`config.mk`:
```
export PLATFORM = sky130hd
export DESIGN_NAME = cp0_unit
export DESIGN_NICKNAME = d
export VERILOG_FILES = /design/src/rtl/cp0_unit.sv
export SDC_FILE = /design/constraint.sdc
export NUM_CORES = 1
export LEC_CHECK = 0
export CAP_MARGIN = 20
export CORE_ASPECT_RATIO = 1.4
export CORE_MARGIN = 2
export CORE_UTILIZATION = 27
export DETAILED_ROUTE_END_ITERATION = 10
export GPL_ROUTABILITY_DRIVEN = 0
export PLACE_DENSITY = 0.63
export SLEW_MARGIN = 20
export SYNTH_ARGS = -nofsm -noshare
export SYNTH_HDL_FRONTEND = slang
export SYNTH_SLANG_ARGS = --single-unit
```
`constraint.sdc`:
```
create_clock -name clk -period 2.7 [get_ports clk]
set_input_delay 0.27 -clock clk [delete_from_list [all_inputs] [get_ports clk]]
set_output_delay 0.27 -clock clk [all_outputs]
set_load 0.01 [all_outputs]
```
`src/rtl/cp0_unit.sv`:
```
// cp0_unit: MIPS coprocessor 0 holding SR, Cause, EPC and PRId; raises the exception/interrupt flush request.
// Latency: Req, Dout and EPCOut are combinational from current state; register writes are visible next cycle.
// Backpressure: none; when Req is high any mtc0 in the same cycle is discarded.
// Optional feature macro: CP0_TIMER_EN adds Count(9)/Compare(11) and a sticky timer interrupt on HWInt[5].
module cp0_unit #(
    parameter logic [31:0] PRID     = 32'h2024_0001,
    parameter logic [31:0] SR_RESET = 32'h0000_0000
) (
    input  logic        clk,
    input  logic        reset,
    input  logic [4:0]  A1,
    input  logic [4:0]  A2,
    input  logic [31:0] Din,
    input  logic        we,
    input  logic [31:0] VPC,
    input  logic        BDIn,
    input  logic [4:0]  ExcCodeIn,
    input  logic [5:0]  HWInt,
    input  logic        EXLClr,
    output logic        Req,
    output logic [31:0] EPCOut,
    output logic [31:0] Dout
);

    // SR fields
    logic [5:0]  r_im;
    logic        r_exl;
    logic        r_ie;
    // Cause fields
    logic        r_bd;
    logic [5:0]  r_ip;
    logic [4:0]  r_exccode;
    // EPC
    logic [31:0] r_epc;

    logic [5:0]  w_hwint;
    logic        w_int_req;
    logic        w_exc_req;
    logic        w_req;
    logic        w_wr_en;
    logic [31:0] w_epc_base;
    logic [31:0] w_epc_victim;
    logic [31:0] w_dout;

`ifdef CP0_TIMER_EN
    logic [31:0] r_count;
    logic [31:0] r_compare;
    logic        r_ti;

    // Timer interrupt shares line 5 with the external source.
    assign w_hwint = {HWInt[5] | r_ti, HWInt[4:0]};

    // Free-running Count, Compare register and sticky match flag; an mtc0 to Compare acknowledges the timer.
    always_ff @(posedge clk) begin
        if (reset) begin
            r_count   <= 32'h0;
            r_compare <= 32'h0;
            r_ti      <= 1'b0;
        end else begin
            if (w_wr_en && (A2 == 5'd9)) begin
                r_count <= Din;
            end else begin
                r_count <= r_count + 32'd1;
            end
            if (w_wr_en && (A2 == 5'd11)) begin
                r_compare <= Din;
                r_ti      <= 1'b0;
            end else if ((r_count == r_compare) && (r_compare != 32'h0)) begin
                r_ti <= 1'b1;
            end
        end
    end
`else
    assign w_hwint = HWInt;
`endif

    // Requests are masked entirely while EXL is set, so a pending eret never races a new exception.
    assign w_int_req = (|(w_hwint & r_im)) & r_ie & ~r_exl;
    assign w_exc_req = (ExcCodeIn != 5'd0) & ~r_exl;
    assign w_req     = w_int_req | w_exc_req;
    assign w_wr_en   = we & ~w_req;

    // A delay-slot victim restarts at its branch; the subtraction wraps modulo 2^32.
    assign w_epc_base   = BDIn ? (VPC - 32'd4) : VPC;
    assign w_epc_victim = {w_epc_base[31:2], 2'b00};

    // SR/Cause/EPC update: exception entry has priority over mtc0; eret clears EXL after any SR write.
    always_ff @(posedge clk) begin
        if (reset) begin
            r_im      <= SR_RESET[15:10];
            r_exl     <= SR_RESET[1];
            r_ie      <= SR_RESET[0];
            r_bd      <= 1'b0;
            r_ip      <= 6'h0;
            r_exccode <= 5'h0;
            r_epc     <= 32'h0;
        end else begin
            r_ip <= w_hwint;
            if (w_req) begin
                r_exl     <= 1'b1;
                r_bd      <= BDIn;
                r_exccode <= w_int_req ? 5'd0 : ExcCodeIn;
                r_epc     <= w_epc_victim;
            end else begin
                if (we && (A2 == 5'd12)) begin
                    r_im  <= Din[15:10];
                    r_exl <= Din[1];
                    r_ie  <= Din[0];
                end
                if (we && (A2 == 5'd14)) begin
                    r_epc <= Din;
                end
                if (EXLClr) begin
                    r_exl <= 1'b0;
                end
            end
        end
    end

    // mfc0 read mux; unmapped numbers read zero.
    always_comb begin
        w_dout = 32'h0;
        case (A1)
            5'd12:   w_dout = {16'h0, r_im, 8'h0, r_exl, r_ie};
            5'd13:   w_dout = {r_bd, 15'h0, r_ip, 3'h0, r_exccode, 2'b00};
            5'd14:   w_dout = r_epc;
            5'd15:   w_dout = PRID;
`ifdef CP0_TIMER_EN
            5'd9:    w_dout = r_count;
            5'd11:   w_dout = r_compare;
`endif
            default: w_dout = 32'h0;
        endcase
    end

    assign Req    = w_req;
    assign EPCOut = r_epc;
    assign Dout   = w_dout;

endmodule

```
==> flow_summary.json, run 1 <==
{
  "initial_core_util_pct": 27.42,
  "numPortBuffers": 152,
  "nets": 700,
  "drt_iter0_markers": 153,
  "maxCapViolCount": 0,
  "tightest_slew_ns": 0.6439,
  "path_common_cell": "clkdlybuf4s50_1",
  "place_ws_ns": -0.04626,
  "synth_top_area_share_pct": 28.62,
  "area_growth_pct": 55.80,
  "synth_edf_count": 0,
  "fillers": 1367,
  "htree_levels": 2,
  "synth_area_leaders": "dfxtp_1, mux2i_1, nor4_1",
  "yosys-top-cells-count": "dfxtp_1, clkbuf_1, nor4_1",
  "maxSlewHeadroom_pct": 57.03,
  "io_pins": 155,
  "r2r-end": "r_exccode[2]$_SDFFE_PP0N_",
  "rsz0062_at_grt": "no",
  "required_ns": 2.43,
  "synth_ff_type": "dfxtp_1",
  "p_leak_uw": 0.001925,
  "grt_pass1_vias": 4086,
  "cts.sinks": 52,
  "die_width_um": 102.1,
  "worstPathArrival_ns": 2.20,
  "synth_area_um2": 3637,
  "peakVddDrop_v": 0.0002808,
  "hold_viol_final": 0,
  "grt_start_max_net_pins": 44,
  "fin_util_pct": 42.73,
  "cts_setup_buffers": 0,
  "final_max_slew_viol_count": 0,
  "ys_seq_area_share_pct": 28.62,
  "rows": 50,
  "critical_path.startpoint": "A1[1]",
  "path_class": "primary input to output port",
  "ant_nets": 0,
  "yosys_warnings": 0,
  "clk_path_buf_depth": 2,
  "setup_viol": 0,
  "hp-start": "r_im[3]$_SDFFE_PP0P_",
  "syn_nets": 548,
  "r2r_cells": 5,
  "post_drt_wl_per_cell_um": 17.88,
  "clockRootBuffer": "clkbuf_16",
  "grt_pass1_wl_mm": 22.05,
  "hpwl_mm": 11.10,
  "critPathMaxStageDelay_ns": 0.59,
  "routed_wl_mm": 14.16,
  "yosysMostFrequentCell": "dfxtp_1",
  "clkLatencyLatePin_ns": 0.29,
  "path_depth": 6,
  "period_share_pct": 91.58,
  "timing.fmax_mhz": 404.4,
  "drc": 0,
  "p_per_area_nw_per_um2": 373.6,
  "critPathBufInv": 3,
  "crit_end": "Dout[31]",
  "core_um2": 13260,
  "grtUsageTotal_pct": 19.48,
  "end_kind": "output port",
  "critical_path.cell_chain": "clkdlybuf4s50_1, buf_4, nor2b_1, a22oi_1, nor2_1, clkdlybuf4s50_1",
  "vias": 4181,
  "antenna_found_initial": 0,
  "grt_remaining_overflow": 0,
  "ctsHoldBuffers": 0,
  "clkSlewWorstSetupHoldPaths_ns": 0.06,
  "r2r-start": "r_im[0]$_SDFFE_PP0P_",
  "drt-pass1-iter-count": 4,
  "ys_seq_elements": 52,
  "synth_area_leader_cell": "dfxtp_1",
  "outcome": "completed",
  "vias_per_cell": 5.279,
  "drive_gt1_share_pct": 9.344,
  "ff2ff_setup_slack_ns": 0.81,
  "synth.avg_cell_area_um2": 7.959,
  "finalCriticalPeriod_ns": 2.473,
  "ys_types": 48,
  "dieHeight_um": 141.3,
  "tritoncts.num_buffers": 5,
  "clock_skew_ns": 0.007261,
  "critical_path.slowest_cell": "clkdlybuf4s50_1",
  "synth-async-reset-ratio_pct": 0,
  "post_cts_resized": 0,
  "cp_max_fo": 11,
  "hp-class": "flop to flop",
  "die-area_um2": 14430,
  "netlist_instances": 457,
  "critPathTopFamily": "buffers and inverters",
  "start_kind": "primary input",
  "cts_tree": "done",
  "diodes": 0,
  "setup_ws_ns": 0.2273
}
[cell type report]
class	count	area, um^2	share of cell area (%)
Inverter	23	86.33	1.524
Clock buffer	7	142.6	2.517
Sequential cell	52	1041	18.37
Multi-Input combinational cell	335	2327	41.07
Clock inverter	1	7.507	0.1325
Timing Repair Buffer	192	1834	32.37
Tap cell	182	227.7	4.019
[cells in the final DEF (no fill, tap or decap), types with 2 or more instances in the layout]
master / synthesis / layout
clkbuf_16: 0 / 5
inv_1: 22 / 22
nand4b_1: 2 / 2
or3_1: 14 / 14
or4_1: 12 / 12
a22oi_1: 6 / 6
nand4_1: 3 / 3
o31ai_1: 10 / 10
a2111oi_0: 3 / 3
nor4_1: 40 / 40
mux2i_1: 25 / 25
or3b_2: 5 / 5
o21a_1: 2 / 2
o211a_1: 2 / 2
nor3_1: 8 / 7
a21oi_1: 15 / 14
o41ai_1: 10 / 10
clkdlybuf4s50_1: 0 / 152
nand2_1: 20 / 20
buf_4: 1 / 39
nor2b_1: 9 / 9
o21ai_0: 3 / 3
a22o_1: 3 / 3
xor2_1: 5 / 5
nor4b_1: 6 / 6
xnor2_1: 5 / 5
nand3b_1: 2 / 2
or4b_1: 3 / 3
o31a_1: 25 / 25
a31oi_1: 6 / 6
nor3_2: 1 / 2
nand3_1: 5 / 5
nor4bb_1: 2 / 2
and2_1: 16 / 16
a311oi_1: 8 / 8
nor2_1: 32 / 32
a211oi_1: 20 / 20
dfxtp_1: 52 / 52
[stage by stage]
step	instances	area, um^2	hold slack, ns	TNS [ns]	power, uW
global placement	784	5517	0.4621	-0.05464	1475
detailed placement	784	5517	0.4691	-0.07105	1487
global route	792	5667	0.5017	0	2217
floorplan	457	3637	0.3982	0	1133
CTS	792	5667	0.4781	0	2138
finish	792	5667	0.4780	0	2117
[kinds of logic (layout without fill, tap and decap cells)]
kind of cell               Yosys count  count (layout)  share of synthesized area (%)
AOI/OAI and AO/OA                  115             115                          24.18
xor gates and xnor gates            10              10                          2.408
adders and majority gates            1               1                         0.3439
buffers and inverters               70             223                          7.637
DFF                                 52              52                          28.62
muxes                               25              25                          6.880
and+or+nand+nor                    184             184                          29.93
[flip-flops by register name, indices dropped and copies added, names as in the netlist]
| name | count |
|---|---|
| EPCOut | 32 |
| r_bd | 1 |
| r_exccode | 5 |
| r_exl | 1 |
| r_ie | 1 |
| r_im | 6 |
| r_ip | 6 |
[metal layers]
metal  share of wire, %  GRT usage, %
met5                  0             0
met4                4.1         8.281
met3                4.3         2.414
met2                 53         34.76
met1                 39         23.07
[power by group]
group	total, uW	internal (uW)	switching [uW]
Sequential	872	823	48.8
Clock	647	370	278
Combinational	598	326	272
Total	2120	1520	599
[worst min path at each step]
| stage | cells after the start | end | slack [ns] |
|---|---|---|---|
| floorplan | 1 | r_ip[0]$_SDFF_PP0_ | 0.40 |
| global placement | 2 | r_im[3]$_SDFFE_PP0P_ | 0.46 |
| detailed placement | 2 | r_im[3]$_SDFFE_PP0P_ | 0.47 |
| CTS | 2 | r_im[3]$_SDFFE_PP0P_ | 0.48 |
| global route | 2 | r_im[3]$_SDFFE_PP0P_ | 0.50 |
| finish | 2 | r_im[3]$_SDFFE_PP0P_ | 0.48 |
[tightest hold or removal path: stages (launching register included)]
cell,delay [ns]
dfxtp_1,0.32
nand2_1,0.06
mux2i_1,0.05
No activity file was read; power rests on OpenSTA's default activity.
==> inputs of run 2 (changes only) <==
SKIP_CTS_REPAIR_TIMING = 1   (was unset)
SLEW_MARGIN = 10   (was 20)
==> results of run 2 <==
Same layout as run 1: the final DEF is identical, and so are final timing and power.
==> inputs of run 3 (changes only) <==
MAX_ROUTING_LAYER = met4   (was unset)
==> flow_summary.json, run 3 (same netlist as run 1, synthesis figures left out) <==
{
  "p_per_area_nw_per_um2": 374.0,
  "dieHeight_um": 141.3,
  "htree_levels": 2,
  "drt-pass1-iter-count": 4,
  "maxSlewHeadroom_pct": 56.18,
  "critical_path.slowest_cell": "clkdlybuf4s50_1",
  "die-area_um2": 14430,
  "end_kind": "output port",
  "antenna_found_initial": 0,
  "finalCriticalPeriod_ns": 2.459,
  "place_ws_ns": -0.04626,
  "setup_viol": 0,
  "seqCellArea_um2": 1041,
  "hpwl_mm": 11.10,
  "tightest_slew_ns": 0.6565,
  "period_share_pct": 91.08,
  "timing.fmax_mhz": 406.6,
  "diodes": 0,
  "critPathMaxStageDelay_ns": 0.58,
  "pwr-share-comb_pct": 28.2,
  "ant_nets": 0,
  "cts_tree": "done",
  "peakVddDrop_v": 0.0002822,
  "initial_core_util_pct": 27.42,
  "path_common_cell": "clkdlybuf4s50_1",
  "rsz0062_at_grt": "no",
  "core_um2": 13260,
  "worstPathArrival_ns": 2.19,
  "grt_pass1_vias": 4103,
  "layout_common_cells": "clkdlybuf4s50_1, dfxtp_1, nor4_1",
  "grtUsageTotal_pct": 20.05,
  "critPathBufInv": 3,
  "instances_no_fill": 792,
  "io_pins": 155,
  "critPathTopFamily": "buffers and inverters",
  "clk_path_buf_depth": 2,
  "p_leak_uw": 0.001925,
  "path_class": "primary input to output port",
  "hp-class": "flop to flop",
  "fillers": 1367,
  "critical_path.cell_chain": "clkdlybuf4s50_1, buf_4, nor2b_1, a22oi_1, nor2_1, clkdlybuf4s50_1",
  "switchingPower_uw": 601.1,
  "outcome": "completed",
  "hold_viol_final": 0,
  "numPortBuffers": 152,
  "switching_share_pct": 28.36,
  "ff2ff_setup_slack_ns": 0.81,
  "multiInputGateArea_um2": 2327,
  "start_kind": "primary input",
  "routed_wl_mm": 14.13,
  "setup_ws_ns": 0.2408,
  "cts.sinks": 52,
  "drc": 0,
  "maxCapViolCount": 0,
  "seq_power_share_pct": 41.1,
  "required_ns": 2.43,
  "place_inst": 784,
  "grt_start_max_net_pins": 44,
  "drt_iter0_markers": 146,
  "rows": 50,
  "worst_hold_slack_ns": 0.4781,
  "largest_register_ffs": 32,
  "layout_commonest_cell": "clkdlybuf4s50_1",
  "post_drt_wl_per_cell_um": 17.84,
  "clockRootBuffer": "clkbuf_16",
  "clock_power_share_pct": 30.7,
  "final_max_slew_viol_count": 0,
  "grt_pass1_wl_mm": 22.04,
  "clkLatencyLatePin_ns": 0.29,
  "drive_gt1_share_pct": 9.344,
  "p_total_uw": 2119,
  "cp_max_fo": 11,
  "nets": 700,
  "vias_per_cell": 5.288,
  "p_int_uw": 1518,
  "grt_remaining_overflow": 0,
  "vias": 4188,
  "clkSlewWorstSetupHoldPaths_ns": 0.06,
  "area_growth_pct": 55.80,
  "tritoncts.num_buffers": 5,
  "clock_skew_ns": 0.006992,
  "die_width_um": 102.1
}
run 3: layout make-up:
cell class	instances	share of cell area (%)
clock buffer	7	2.517
sequential	52	18.37
inverter	23	1.524
tap	182	4.019
multi-input combinational	335	41.07
clock inverter	1	0.1325
timing repair buffer	192	32.37
run 3: worst paths after layout:
kind                              from                        end  cells after the start
hold / removal    r_im[3]$_SDFFE_PP0P_       r_im[3]$_SDFFE_PP0P_                      2
setup / recovery                 A1[1]                   Dout[31]                      6
setup reg to reg  r_im[0]$_SDFFE_PP0P_  r_exccode[1]$_SDFFE_PP0N_                      5
hold reg to reg   r_im[3]$_SDFFE_PP0P_       r_im[3]$_SDFFE_PP0P_                      2
run 3: through the flow:
step	util, %	TNS (ns)	instance area (um^2)
3_5_place_dp	41.59	-0.07105	5517
5_1_grt	42.73	0	5667
6_report	42.73	0	5667
2_1_floorplan	-	0	3637
4_1_cts	42.73	0	5667
3_3_place_gp	41.59	-0.05464	5517
run 3: worst register-to-register path: stages (launching register included):
cell	delay, ns
dfxtp_1	0.33
a22o_1	0.25
o311a_1	0.37
buf_4	0.25
or3b_2	0.51
a21oi_1	0.13
run 3: power by group through the flow:
stage	logic, uW	registers [uW]	clock network, uW
floorplan	244	890	0
global placement	588	887	0
detailed placement	598	889	0
CTS	600	871	666
global route	647	877	694
finish	599	871	650
run 3: routing by layer:
layer / track usage [%] / vias up / wire length, um
met5: - / - / 0
met4: 8.281 / 0 / 536
met3: 1.823 / 31 / 515
met2: 34.97 / 116 / 7514
met1: 23.28 / 1984 / 5559
li1: - / 2057 / -
